**config.mk**
```make
export PLATFORM = sky130hd
export DESIGN_NAME = multicycle_control
export DESIGN_NICKNAME = d
export VERILOG_FILES = /design/src/rtl/multicycle_control.sv
export SDC_FILE = /design/constraint.sdc
export NUM_CORES = 1
export LEC_CHECK = 0
export CORE_MARGIN = 2
export CORE_UTILIZATION = 51
export DETAILED_ROUTE_END_ITERATION = 6
export PLACE_DENSITY_LB_ADDON = 0.1
export SYNTH_ARGS = -nofsm -noshare
export SYNTH_HDL_FRONTEND = slang
export SYNTH_SLANG_ARGS = --single-unit
```
**constraint.sdc**
```tcl
create_clock -name i_clk -period 3.2 [get_ports i_clk]
set_input_delay 0.64 -clock i_clk [delete_from_list [all_inputs] [get_ports i_clk]]
set_output_delay 0.64 -clock i_clk [all_outputs]
set_load 0.02 [all_outputs]
```
**src/rtl/multicycle_control.sv**
```systemverilog
// Multi-cycle main control FSM for the RV32I core: sequences fetch/decode/execute/memory/
// writeback against a req/ready memory port and drives datapath selects and enables.
module multicycle_control #(
   parameter int ALU_OP_W    = 2,
   parameter int SUPPORT_JAL = 1,
   parameter int MEM_TIMEOUT = 16
) (
   input  logic                i_clk,
   input  logic                i_rst_n,
   input  logic [6:0]          i_opcode,
   input  logic                i_mem_ready,
   output logic                o_mem_req,
   output logic                o_mem_read,
   output logic                o_mem_write,
   output logic                o_iord,
   output logic                o_ir_write,
   output logic                o_pc_write,
   output logic                o_branch,
   output logic                o_pc_src,
   output logic [1:0]          o_alu_src_a,
   output logic [1:0]          o_alu_src_b,
   output logic [ALU_OP_W-1:0] o_alu_op,
   output logic                o_reg_write,
   output logic [1:0]          o_mem_to_reg,
   output logic                o_retire,
   output logic                o_illegal,
   output logic                o_bus_err
);

   localparam logic [6:0] OP_R     = 7'b0110011;
   localparam logic [6:0] OP_I     = 7'b0010011;
   localparam logic [6:0] OP_LOAD  = 7'b0000011;
   localparam logic [6:0] OP_STORE = 7'b0100011;
   localparam logic [6:0] OP_BEQ   = 7'b1100011;
   localparam logic [6:0] OP_JAL   = 7'b1101111;

   localparam logic [ALU_OP_W-1:0] ALU_ADD    = ALU_OP_W'(0);
   localparam logic [ALU_OP_W-1:0] ALU_SUB    = ALU_OP_W'(1);
   localparam logic [ALU_OP_W-1:0] ALU_FUNC_R = ALU_OP_W'(2);
   localparam logic [ALU_OP_W-1:0] ALU_FUNC_I = ALU_OP_W'(3);

   localparam logic [1:0] SRC_A_PC     = 2'b00;
   localparam logic [1:0] SRC_A_RS1    = 2'b01;
   localparam logic [1:0] SRC_A_OLD_PC = 2'b10;
   localparam logic [1:0] SRC_B_RS2    = 2'b00;
   localparam logic [1:0] SRC_B_FOUR   = 2'b01;
   localparam logic [1:0] SRC_B_IMM    = 2'b10;
   localparam logic [1:0] WB_ALUOUT    = 2'b00;
   localparam logic [1:0] WB_MDR       = 2'b01;
   localparam logic [1:0] WB_LINK      = 2'b10;

   typedef enum logic [3:0] {
      S_RESET   = 4'd0,
      S_FETCH   = 4'd1,
      S_DECODE  = 4'd2,
      S_EXEC_R  = 4'd3,
      S_EXEC_I  = 4'd4,
      S_ALU_WB  = 4'd5,
      S_ADDR    = 4'd6,
      S_MEM_RD  = 4'd7,
      S_LOAD_WB = 4'd8,
      S_MEM_WR  = 4'd9,
      S_BRANCH  = 4'd10,
      S_JAL     = 4'd11,
      S_TRAP    = 4'd12
   } state_t;

   state_t state_reg;
   state_t state_next;
   logic   illegal_reg;
   logic   bus_err_reg;
   logic   wait_state;
   logic   timeout;
   logic   jal_ok;

   assign jal_ok     = (SUPPORT_JAL != 0);
   assign wait_state = (state_reg == S_FETCH) || (state_reg == S_MEM_RD) ||
                       (state_reg == S_MEM_WR);

   // Watchdog: counts not-ready cycles of the current access; cleared on every state change.
   generate
      if (MEM_TIMEOUT > 0) begin : g_wdog
         localparam int CNT_W = $clog2(MEM_TIMEOUT + 1);
         logic [CNT_W-1:0] cnt_reg;
         logic [CNT_W-1:0] cnt_next;

         always_comb begin
            cnt_next = cnt_reg;
            if (state_next != state_reg) begin
               cnt_next = '0;
            end else if (wait_state && !i_mem_ready) begin
               cnt_next = cnt_reg + CNT_W'(1);
            end
         end

         always_ff @(posedge i_clk or negedge i_rst_n) begin
            if (!i_rst_n) begin
               cnt_reg <= '0;
            end else begin
               cnt_reg <= cnt_next;
            end
         end

         assign timeout = wait_state && !i_mem_ready && (cnt_reg == CNT_W'(MEM_TIMEOUT));
      end else begin : g_no_wdog
         assign timeout = 1'b0;
      end
   endgenerate

   always_ff @(posedge i_clk or negedge i_rst_n) begin
      if (!i_rst_n) begin
         state_reg <= S_RESET;
      end else begin
         state_reg <= state_next;
      end
   end

   always_comb begin
      state_next = state_reg;
      case (state_reg)
         S_RESET:   state_next = S_FETCH;
         S_FETCH: begin
            if (i_mem_ready) begin
               state_next = S_DECODE;
            end else if (timeout) begin
               state_next = S_TRAP;
            end
         end
         S_DECODE: begin
            case (i_opcode)
               OP_R:     state_next = S_EXEC_R;
               OP_I:     state_next = S_EXEC_I;
               OP_LOAD:  state_next = S_ADDR;
               OP_STORE: state_next = S_ADDR;
               OP_BEQ:   state_next = S_BRANCH;
               OP_JAL:   state_next = jal_ok ? S_JAL : S_TRAP;
               default:  state_next = S_TRAP;
            endcase
         end
         S_EXEC_R:  state_next = S_ALU_WB;
         S_EXEC_I:  state_next = S_ALU_WB;
         S_ALU_WB:  state_next = S_FETCH;
         S_ADDR:    state_next = (i_opcode == OP_STORE) ? S_MEM_WR : S_MEM_RD;
         S_MEM_RD: begin
            if (i_mem_ready) begin
               state_next = S_LOAD_WB;
            end else if (timeout) begin
               state_next = S_TRAP;
            end
         end
         S_LOAD_WB: state_next = S_FETCH;
         S_MEM_WR: begin
            if (i_mem_ready) begin
               state_next = S_FETCH;
            end else if (timeout) begin
               state_next = S_TRAP;
            end
         end
         S_BRANCH:  state_next = S_FETCH;
         S_JAL:     state_next = S_FETCH;
         S_TRAP:    state_next = S_TRAP;
         default:   state_next = S_RESET;
      endcase
   end

   // Sticky trap causes; only a reset clears them.
   always_ff @(posedge i_clk or negedge i_rst_n) begin
      if (!i_rst_n) begin
         illegal_reg <= 1'b0;
         bus_err_reg <= 1'b0;
      end else begin
         if ((state_reg == S_DECODE) && (state_next == S_TRAP)) begin
            illegal_reg <= 1'b1;
         end
         if (timeout) begin
            bus_err_reg <= 1'b1;
         end
      end
   end

   always_comb begin
      o_mem_req    = 1'b0;
      o_mem_read   = 1'b0;
      o_mem_write  = 1'b0;
      o_iord       = 1'b0;
      o_ir_write   = 1'b0;
      o_pc_write   = 1'b0;
      o_branch     = 1'b0;
      o_pc_src     = 1'b0;
      o_alu_src_a  = SRC_A_PC;
      o_alu_src_b  = SRC_B_RS2;
      o_alu_op     = ALU_ADD;
      o_reg_write  = 1'b0;
      o_mem_to_reg = WB_ALUOUT;
      o_retire     = 1'b0;
      o_illegal    = illegal_reg;
      o_bus_err    = bus_err_reg;
      case (state_reg)
         S_FETCH: begin
            o_mem_req   = 1'b1;
            o_mem_read  = 1'b1;
            o_alu_src_a = SRC_A_PC;
            o_alu_src_b = SRC_B_FOUR;
            o_alu_op    = ALU_ADD;
            o_ir_write  = i_mem_ready;
            o_pc_write  = i_mem_ready;
         end
         S_DECODE: begin
            // Branch target is computed speculatively into ALUOut.
            o_alu_src_a = SRC_A_OLD_PC;
            o_alu_src_b = SRC_B_IMM;
            o_alu_op    = ALU_ADD;
         end
         S_EXEC_R: begin
            o_alu_src_a = SRC_A_RS1;
            o_alu_src_b = SRC_B_RS2;
            o_alu_op    = ALU_FUNC_R;
         end
         S_EXEC_I: begin
            o_alu_src_a = SRC_A_RS1;
            o_alu_src_b = SRC_B_IMM;
            o_alu_op    = ALU_FUNC_I;
         end
         S_ALU_WB: begin
            o_reg_write  = 1'b1;
            o_mem_to_reg = WB_ALUOUT;
            o_retire     = 1'b1;
         end
         S_ADDR: begin
            o_alu_src_a = SRC_A_RS1;
            o_alu_src_b = SRC_B_IMM;
            o_alu_op    = ALU_ADD;
         end
         S_MEM_RD: begin
            o_mem_req  = 1'b1;
            o_mem_read = 1'b1;
            o_iord     = 1'b1;
         end
         S_LOAD_WB: begin
            o_reg_write  = 1'b1;
            o_mem_to_reg = WB_MDR;
            o_retire     = 1'b1;
         end
         S_MEM_WR: begin
            o_mem_req   = 1'b1;
            o_mem_write = 1'b1;
            o_iord      = 1'b1;
            o_retire    = i_mem_ready;
         end
         S_BRANCH: begin
            o_alu_src_a = SRC_A_RS1;
            o_alu_src_b = SRC_B_RS2;
            o_alu_op    = ALU_SUB;
            o_branch    = 1'b1;
            o_pc_src    = 1'b1;
            o_retire    = 1'b1;
         end
         S_JAL: begin
            o_reg_write  = 1'b1;
            o_mem_to_reg = WB_LINK;
            o_pc_write   = 1'b1;
            o_pc_src     = 1'b1;
            o_retire     = 1'b1;
         end
         default: begin
         end
      endcase
   end

endmodule

```
==> flow_summary.json <==
{
  "status": "complete, no violations",
  "min_period_ns": 2.93,
  "clock_latency_ns": 0.26,
  "hp-start": "o_bus_err",
  "largest_reg_flops": 5,
  "ys_ff_latch": 11,
  "endpoint_kind": "output port",
  "wl_per_cell_um": 12.9,
  "nets": 177,
  "synth_edf_count": 0,
  "arrival_ns": 2.29,
  "synth_fa_ha_area_share_pct": 3.25,
  "first_iter_violations": 19,
  "synth_compound_area_share_pct": 21.6,
  "drc_errors": 0,
  "hold_viol_final": 0,
  "hold-path-cell-count": 1,
  "via_per_inst": 5.71,
  "drt-total-wl_um": 2460,
  "grt_usage_pct": 21.1,
  "syn_area_per_cell_sq_um": 7.92,
  "synthMuxAreaShare_pct": 1.86,
  "num_vias": 1090,
  "rows": 16,
  "vdd_drop_max_v": 0.000574,
  "synth-xor-area-share_pct": 4.07,
  "syn_nets": 148,
  "clk_pin_slew_ns": 0.06,
  "cp.required_ns": 2.56,
  "setup_violations": 0,
  "ys_seq_area_share_pct": 25.6,
  "antenna_found_initial": 0,
  "synth_simple_gate_area_share_pct": 36.0,
  "placed_area_sq_um": 1370,
  "ctsRootBufferMaster": "clkbuf_4",
  "grt_pass1_wl_um": 4210,
  "grt_max_degree": 22,
  "r2r-start": "state_reg[2]",
  "initial_core_util_pct": 54.4,
  "period_share_pct": 91.6,
  "synth_largest_area_cell": "dfrtp_1",
  "htreeDepth": 1,
  "synth_top_cells_by_area": "dfrtp_1 (26%), nor3_1 (4.6%), nand2_1 (3.8%)",
  "fin_total_pwr_mw": 1.04,
  "dpl.hpwl_um": 1920,
  "final_layout_size_suffix_gt1_share_pct": 11.0,
  "cts_buffers": 3,
  "cts_buffer_depth": 2,
  "powerDensity_nw_per_um2": 747,
  "cts_tree": "done",
  "die_x_um": 50.0,
  "cap_violations": 0,
  "core_sq_um": 1980,
  "fp.dieH_um": 50.0,
  "ant_nets": 0,
  "p_leak_nw": 0.591,
  "cts.hold.buffers_added": 0,
  "grt_pass1_vias": 967,
  "postCtsSetupRepairBufs": 0,
  "dp_cells": 187,
  "synth_flop_cell": "dfrtp_1",
  "grt_setup_unrepaired": "no",
  "ys_types": 52,
  "clock_skew_ns": 0.000945,
  "grt.overflow.total": 0,
  "worst_pin_slew_ns": 0.615,
  "drtPass1Iterations": 4,
  "synth_cells": 136,
  "crit_type": "reg -> out",
  "yosys_warnings": 0,
  "tns_ns": 0,
  "syn_area_sq_um": 1080,
  "place_congestion": 0.820,
  "io_pins": 30,
  "portBuffers": 29,
  "max_freq_ghz": 0.341,
  "hp-class": "reg -> reg",
  "slew_viol_final": 0,
  "dieArea_sq_um": 2500,
  "worst-path-max-fanout": 21,
  "antennaDiodeCount": 0,
  "synth_top_family_by_area": "simple AND/OR/NAND/NOR gates",
  "cts.sinks": 11,
  "area_growth_pct": 29.4,
  "reg2regPathDepth": 6,
  "synth_common_cells": "dfrtp_1 (11), nand2_1 (11), nor2_1 (10), nor3_1 (10)",
  "synth_top_area_share_pct": 25.6,
  "fin_area_sq_um": 1390,
  "cts_resized": 0,
  "async_reset_ff_share_pct": 100,
  "slew_headroom_pct": 59.0,
  "setup.worst_path.start_class": "flip-flop",
  "crit_start": "state_reg[2]",
  "instances_no_fill": 191
}
[worst max-delay path: stages, from the launching register on]
cell,delay [ns]
dfrtp_1,0.73
nand2b_1,0.22
or2_2,0.32
a21oi_1,0.14
clkdlybuf4s50_1,0.61
[area by class of cell]
cell class              instances  area (sq um)
flip-flops and latches         11           275
clock buffers                   4          26.3
fillers                       167           588
well taps                      27          33.8
multi-input cells             110           719
inverters                       7          26.3
repair buffers                 32           313
[worst paths after layout]
check                               endpoint  slack (ns)
setup / recovery                 o_alu_op[0]        0.27
hold / removal                     o_bus_err        0.46
setup reg to reg           g_wdog.cnt_reg[0]        1.10
hold reg to reg                    o_bus_err        0.46
max in group asynchronous  g_wdog.cnt_reg[3]        2.18
min in group asynchronous          o_illegal        0.70
[placed cells by master (no fill, tap or decap), types with 5 or more instances in the layout]
cell type,Yosys,final
nand3_1,5,5
dfrtp_1,11,11
inv_1,5,5
clkdlybuf4s50_1,0,29
nor3_1,10,10
nor2_1,10,10
and2_1,5,5
a21oi_1,6,6
o21ai_0,6,6
nand2_1,11,11
[metrics by stage]
step	setup slack [ns]	util [%]	hold WS [ns]
4_1_cts	0.293	70.3	0.464
3_3_place_gp	0.537	69.0	0.439
6_report	0.270	70.3	0.461
3_5_place_dp	0.530	69.0	0.449
5_1_grt	0.0902	70.3	0.491
2_1_floorplan	0.704	-	0.344
[layer usage]
| layer | wire, um | global-route usage, % | up-vias |
|---|---|---|---|
| met1 | 1130 | 29.0 | 511 |
| li1 | - | - | 544 |
| met5 | 0 | 0 | - |
| met3 | 131 | 3.33 | 0 |
| met4 | 0 | 6.02 | 0 |
| met2 | 1210 | 34.2 | 35 |
[cell families after synthesis]
| kind of cell | after synthesis |
|---|---|
| xor gates and xnor gates | 5 |
| DFF | 11 |
| AOI/OAI and AO/OA | 33 |
| adders and majority gates | 3 |
| buffers and inverters | 15 |
| and+or+nand+nor | 67 |
| muxes | 2 |
[report_power, final]
| part | total (mW) | switching (mW) | internal [mW] |
|---|---|---|---|
| clock | 0.0890 | 0.0409 | 0.0481 |
| combinational | 0.736 | 0.412 | 0.323 |
| sequential | 0.217 | 0.0507 | 0.166 |
Power figures use the tool's default switching activity.
